[src/rtl/lfsr_pkg.sv]
// Shared definitions for the 34-bit keystream LFSR used by both the scrambler and the descrambler.
// Holds the fixed width, the tap positions, the seed register map and the receive FSM encoding.
package lfsr_pkg;

  localparam int POLY_WIDTH = 34;

  // Bit 0 is the plain feedback input; these bits also XOR in the feedback from the MSB.
  localparam int TAP_A = 8;
  localparam int TAP_B = 12;
  localparam int TAP_C = 17;

  localparam logic [11:0] ADDR_SEED_LO = 12'h0b1;
  localparam logic [11:0] ADDR_SEED_HI = 12'h0b2;

  localparam int          DEF_NUM_OF_STEPS = 18;
  localparam int          DEF_DATA_WIDTH   = 18;
  localparam logic [17:0] DEF_SYNC_WORD    = 18'h2A5C3;

  typedef enum logic [1:0] {
    IDLE   = 2'd0,
    ARMED  = 2'd1,
    LOCKED = 2'd2,
    FAIL   = 2'd3
  } rx_state_e;

  function automatic logic [POLY_WIDTH-1:0] lfsr_step(input logic [POLY_WIDTH-1:0] s);
    logic [POLY_WIDTH-1:0] n;
    logic                  fb;
    fb       = s[POLY_WIDTH-1];
    n        = {s[POLY_WIDTH-2:0], fb};
    n[TAP_A] = s[TAP_A-1] ^ fb;
    n[TAP_B] = s[TAP_B-1] ^ fb;
    n[TAP_C] = s[TAP_C-1] ^ fb;
    return n;
  endfunction

endpackage

[src/rtl/lfsr_step_n.sv]
// Combinational multi-step LFSR advance: state_o is state_i stepped NUM_OF_STEPS times.
// Shared with the transmit-side scrambler so both ends walk the identical sequence.
module lfsr_step_n #(
  parameter int NUM_OF_STEPS = lfsr_pkg::DEF_NUM_OF_STEPS
) (
  input  logic [lfsr_pkg::POLY_WIDTH-1:0] state_i,
  output logic [lfsr_pkg::POLY_WIDTH-1:0] state_o
);
  import lfsr_pkg::*;

  always_comb begin
    state_o = state_i;
    for (int i = 0; i < NUM_OF_STEPS; i++) begin
      state_o = lfsr_step(state_o);
    end
  end

endmodule

[src/rtl/lfsr_descrambler_rx.sv]
// Receive-side descrambler: software-seeded LFSR, sync-word alignment check and a
// single-entry registered valid/ready output stage.
module lfsr_descrambler_rx #(
  parameter int                    POLY_WIDTH   = lfsr_pkg::POLY_WIDTH,
  parameter int                    NUM_OF_STEPS = lfsr_pkg::DEF_NUM_OF_STEPS,
  parameter int                    DATA_WIDTH   = lfsr_pkg::DEF_DATA_WIDTH,
  parameter logic [DATA_WIDTH-1:0] SYNC_WORD    = DATA_WIDTH'(lfsr_pkg::DEF_SYNC_WORD),
  parameter logic [11:0]           ADDR_SEED_LO = lfsr_pkg::ADDR_SEED_LO,
  parameter logic [11:0]           ADDR_SEED_HI = lfsr_pkg::ADDR_SEED_HI
) (
  input  logic                  clk,
  input  logic                  rst_n,
  input  logic                  write,
  input  logic [11:0]           addr,
  input  logic [31:0]           lfsrdin,
  input  logic [DATA_WIDTH-1:0] in_data,
  input  logic                  in_valid,
  output logic                  in_ready,
  output logic [DATA_WIDTH-1:0] out_data,
  output logic                  out_valid,
  input  logic                  out_ready,
  output logic                  locked,
  output logic                  seed_err,
  output logic [7:0]            sync_err_cnt,
  output logic [POLY_WIDTH-1:0] lfsr_state
);
  import lfsr_pkg::*;

  if (POLY_WIDTH != 34) begin : g_bad_poly_width
    $error("lfsr_descrambler_rx: tap set only defined for POLY_WIDTH = 34");
  end
  if (NUM_OF_STEPS < 1 || NUM_OF_STEPS > POLY_WIDTH) begin : g_bad_steps
    $error("lfsr_descrambler_rx: NUM_OF_STEPS must be in 1..POLY_WIDTH");
  end
  if (DATA_WIDTH > POLY_WIDTH) begin : g_bad_data_width
    $error("lfsr_descrambler_rx: DATA_WIDTH must not exceed POLY_WIDTH");
  end

  rx_state_e             fsm_q, fsm_d;
  logic [POLY_WIDTH-1:0] lfsr_q, lfsr_d;
  logic [DATA_WIDTH-1:0] outData_q, outData_d;
  logic                  outValid_q, outValid_d;
  logic                  locked_q, locked_d;
  logic                  seedErr_q, seedErr_d;
  logic [7:0]            syncErrCnt_q, syncErrCnt_d;

  logic                  seedLoWr, seedHiWr, seedWr, accept;
  logic [POLY_WIDTH-1:0] lfsrAdvanced, seedHiState;
  logic [DATA_WIDTH-1:0] keystream, descrambled;

  assign seedLoWr    = write && (addr == ADDR_SEED_LO);
  assign seedHiWr    = write && (addr == ADDR_SEED_HI);
  assign seedWr      = seedLoWr || seedHiWr;
  assign seedHiState = {lfsrdin[1:0], lfsr_q[31:0]};

  // Keystream is taken from the state before this beat's advance.
  assign keystream   = lfsr_q[POLY_WIDTH-1 -: DATA_WIDTH];
  assign descrambled = in_data ^ keystream;

  assign in_ready = (fsm_q != IDLE) && !seedWr && (!outValid_q || out_ready);
  assign accept   = in_valid && in_ready;

  lfsr_step_n #(
    .NUM_OF_STEPS(NUM_OF_STEPS)
  ) u_step (
    .state_i(lfsr_q),
    .state_o(lfsrAdvanced)
  );

  always_comb begin
    fsm_d        = fsm_q;
    lfsr_d       = lfsr_q;
    outData_d    = outData_q;
    outValid_d   = outValid_q;
    locked_d     = locked_q;
    seedErr_d    = seedErr_q;
    syncErrCnt_d = syncErrCnt_q;

    if (seedLoWr) begin
      lfsr_d[31:0] = lfsrdin;
    end else if (seedHiWr) begin
      lfsr_d   = seedHiState;
      locked_d = 1'b0;
      if (seedHiState != '0) begin
        fsm_d     = ARMED;
        seedErr_d = 1'b0;
      end else begin
        fsm_d     = IDLE;
        seedErr_d = 1'b1;
      end
    end else if (accept) begin
      lfsr_d = lfsrAdvanced;
      if (fsm_q == ARMED) begin
        if (descrambled == SYNC_WORD) begin
          fsm_d    = LOCKED;
          locked_d = 1'b1;
        end else begin
          fsm_d = FAIL;
          if (syncErrCnt_q != 8'hFF) begin
            syncErrCnt_d = syncErrCnt_q + 8'd1;
          end
        end
      end
    end

    // A pending beat survives a re-arm; it only leaves through a handshake.
    if (accept && fsm_q == LOCKED) begin
      outValid_d = 1'b1;
      outData_d  = descrambled;
    end else if (out_ready) begin
      outValid_d = 1'b0;
    end
  end

  always_ff @(posedge clk or negedge rst_n) begin
    if (!rst_n) begin
      fsm_q        <= IDLE;
      lfsr_q       <= '0;
      outData_q    <= '0;
      outValid_q   <= 1'b0;
      locked_q     <= 1'b0;
      seedErr_q    <= 1'b0;
      syncErrCnt_q <= '0;
    end else begin
      fsm_q        <= fsm_d;
      lfsr_q       <= lfsr_d;
      outData_q    <= outData_d;
      outValid_q   <= outValid_d;
      locked_q     <= locked_d;
      seedErr_q    <= seedErr_d;
      syncErrCnt_q <= syncErrCnt_d;
    end
  end

  assign out_data     = outData_q;
  assign out_valid    = outValid_q;
  assign locked       = locked_q;
  assign seed_err     = seedErr_q;
  assign sync_err_cnt = syncErrCnt_q;
  assign lfsr_state   = lfsr_q;

endmodule

[config.mk]
export PLATFORM = sky130hd
export DESIGN_NAME = lfsr_descrambler_rx
export DESIGN_NICKNAME = d
export VERILOG_FILES = /design/src/rtl/lfsr_pkg.sv /design/src/rtl/lfsr_step_n.sv /design/src/rtl/lfsr_descrambler_rx.sv
export SDC_FILE = /design/constraint.sdc
export NUM_CORES = 1
export LEC_CHECK = 0
export CAP_MARGIN = 20
export CORE_MARGIN = 1.5
export CORE_UTILIZATION = 49
export DETAILED_ROUTE_END_ITERATION = 8
export MAX_ROUTING_LAYER = met4
export PLACE_DENSITY = 0.86
export SLEW_MARGIN = 5
export SYNTH_ARGS = -nofsm -noshare
export SYNTH_HDL_FRONTEND = slang
export SYNTH_SLANG_ARGS = --single-unit
[constraint.sdc]
create_clock -name clk -period 3.5 [get_ports clk]
set_input_delay 0.875 -clock clk [delete_from_list [all_inputs] [get_ports clk]]
set_output_delay 0.875 -clock clk [all_outputs]
set_load 0.005 [all_outputs]
==> flow_metrics.py <==
metrics = {
    "critical_path": {
        "cp_max_fo": 2,
        "crit_start": "addr[8]",
        "worst_setup_path_end_kind": "output port",
        "cp_data_required_time_ns": 2.62,
        "criticalPathCategory": "input pin to output port",
        "critPathLaunchType": "input pin",
        "crit_arrival_ns": 2.30,
        "reg2reg_from": "lfsr_state[29]",
    },
    "synth": {
        "netlist_area_um2": 3680,
        "async_flop_share_pct": 100,
        "synth_top_family_by_area": "simple AND/OR/NAND/NOR gates",
        "syn_nets": 438,
        "avgSynthCellArea_um2": 9.94,
        "synth.distinct_cells": 38,
        "yosys.area_share.simple_pct": 17.7,
        "synth_fa_ha_area_share_pct": 0.340,
        "synth_compound_area_share_pct": 12.5,
        "synth.area.mux_share_pct": 3.34,
        "netlist_instances": 370,
        "synth_edf_count": 0,
        "synth_warnings": 0,
        "seq_area_frac_synth_pct": 44.2,
        "synthFlopType": "dfrtp_1",
        "ys_seq_elements": 65,
        "synth-xor-area-share_pct": 15.7,
    },
    "cells_and_area": {
        "layout-drive-gt1-share_pct": 9.26,
        "final_cell_mix": "clkdlybuf4s50_1, dfrtp_1, nor2_1, xnor2_1, a221o_1",
        "nNetsFinal": 561,
        "diodes": 0,
        "post-route-util_pct": 71.9,
        "multi_input_area_um2": 1850,
        "area_delta_synth_final_pct": 41.8,
        "seq_area_um2": 1630,
        "nFillCells": 534,
        "final_common_cell": "clkdlybuf4s50_1",
    },
    "clock_network": {
        "clockRootBuffer": "clkbuf_8",
        "cts_buffers": 9,
        "hold_buffers": 0,
        "postCtsSetupBuffers": 0,
        "clkTransAtPathRegs_ns": 0.07,
        "cts_tree": "yes",
        "cts_buffer_depth": 2,
        "numClockSinks": 65,
        "cts_max_level": 3,
        "clkLatencyLatePin_ns": 0.33,
    },
    "global_routing": {
        "antenna_found_initial": 0,
        "grt_pass1_vias": 3144,
        "grt_start_max_net_pins": 39,
        "grt_pass1_wl_um": 15800,
        "grtUsageTotal_pct": 27.0,
        "grt_overflow": 0,
    },
    "floorplan": {
        "die-height_um": 89.6,
        "io_pins": 131,
        "rows": 31,
        "die_area_um2": 8030,
        "fp.dieW_um": 89.6,
        "core_um2": 7250,
        "start_util_pct": 50.7,
    },
    "placed_design": {
        "gp_congestion": 0.825,
        "portBuffers": 130,
        "post-dp-hpwl_um": 7580,
        "pre_cts_slack_ns": -0.0481,
    },
    "min_path": {
        "hp-start": "seed_err",
        "holdCritPathClass": "flop to flop",
    },
    "timing": {
        "tightest_slew_ns": 0.888,
        "rsz0062_at_grt": "false",
        "fin_crit_sh_pct": 90.6,
        "relSlewSlack_pct": 40.8,
        "setup_viol": 0,
        "setup_ws_ns": 0.328,
        "slew_viol_final": 0,
        "fin_skew_ns": 0.00557,
        "setup_tns_ns": 0,
        "finalHoldViolations": 0,
        "fin_crit_ns": 3.17,
        "fmax_ghz": 0.315,
    },
    "pwr": {
        "cellLeakagePower_nw": 2.16,
        "power_frac_comb_pct": 18.3,
        "p_int_mw": 1.24,
        "swShare_pct": 26.3,
        "peakVddDrop_uv": 207,
        "power.share.sequential_pct": 49.1,
        "pwr-share-clk_pct": 32.6,
        "power_switching_uw": 442,
        "p_per_area_nw_per_um2": 323,
    },
    "routing": {
        "dr.pass1.iters": 4,
        "wl_per_cell_um": 17.3,
        "drtIter0Drc": 200,
        "vias": 3267,
        "route.detailed.drc": 0,
        "routed_wl_um": 10300,
        "ant_nets": 0,
        "via_per_inst": 5.48,
    },
    "run_status": {
        "status": "finished clean",
    },
    "job": {
        "cap_violations": 0,
    },
}
[per-stage QoR]
step                hold WS, ns  instances  cell area [um2]  power (mW)
floorplan                 0.474        370             3680       0.966
global placement          0.464        581             5030        1.14
detailed placement        0.470        581             5030        1.15
CTS                       0.495        596             5210        1.69
global route              0.536        596             5210        1.75
finish                    0.514        596             5210        1.68
[path summary, 6_finish.rpt]
check / slack, ns / depth (start not counted) / end
setup / recovery: 0.33 / 5 / in_ready
hold / removal: 0.51 / 1 / seed_err
setup reg to reg: 1.40 / 7 / sync_err_cnt[1]
hold reg to reg: 0.51 / 1 / seed_err
max in group asynchronous: 2.08 / 2 / lfsr_state[28]
min in group asynchronous: 0.66 / 1 / seed_err
[Yosys cell counts (6+ instances only)]
cell type | number | share of area [%]
nor2_1 | 60 | 6.1
a21oi_1 | 18 | 2.5
dfrtp_1 | 65 | 44
mux2_2 | 10 | 3.1
nand2_1 | 14 | 1.4
a221o_1 | 30 | 8.2
buf_2 | 9 | 1.2
inv_1 | 9 | 0.92
nor3_1 | 10 | 1.4
buf_6 | 7 | 2.1
xnor2_1 | 51 | 12
clkbuf_1 | 13 | 1.3
xor2_1 | 15 | 3.6
and2_1 | 6 | 1.0
nor4_1 | 13 | 2.2
[worst max-delay path, cell delays in order]
cell and delay [ns]:
clkdlybuf4s50_1 0.42, or4b_4 0.57, a2111oi_4 0.22, nor2_1 0.07, dlymetal6s2s_1 0.15
[sequential cells by signal (all words and copies together), names as in the netlist]
register,count
sync_err_cnt,8
fsm_q,2
out_valid,1
lfsr_state,34
locked,1
out_data,18
seed_err,1
[cell families after synthesis]
group / count (synthesis)
xor+xnor: 66
mux: 11
simple gates: 129
buf+inv: 41
compound gates: 57
fa+ha+maj: 1
flops: 65
[repair_timing]
action	in CTS	in global routing
hold endpoints to repair	0	0
gates resized for setup	2	1
endpoints found under the setup margin	1	1
pin swaps	0	0
[metal layers]
| metal | vias up | track usage (%) | routed length (um) |
|---|---|---|---|
| li1 | 1538 | - | - |
| met1 | 1596 | 33.4 | 4230 |
| met2 | 123 | 44.6 | 5280 |
| met3 | 10 | 5.03 | 663 |
| met4 | 0 | 9.09 | 155 |
| met5 | - | - | 0 |
[power by group through the flow]
| stage | Combinational, mW | Sequential [mW] | Clock [mW] |
|---|---|---|---|
| after global placement | 0.301 | 0.837 | 0 |
| after CTS | 0.311 | 0.825 | 0.555 |
| after floorplan | 0.151 | 0.815 | 0 |
| after detailed placement | 0.308 | 0.839 | 0 |
| final | 0.309 | 0.826 | 0.549 |
| after global routing | 0.336 | 0.829 | 0.590 |
[cell type report]
cell class / instances / share of cell area (%)
multi-input cells: 264 / 35.5
clock inverters: 3 / 0.336
inverters: 9 / 0.648
flip-flops and latches: 65 / 31.2
well taps: 99 / 2.38
clock buffers: 12 / 2.78
repair buffers: 144 / 27.2
Note: power is estimated with default switching activity, not from simulation.
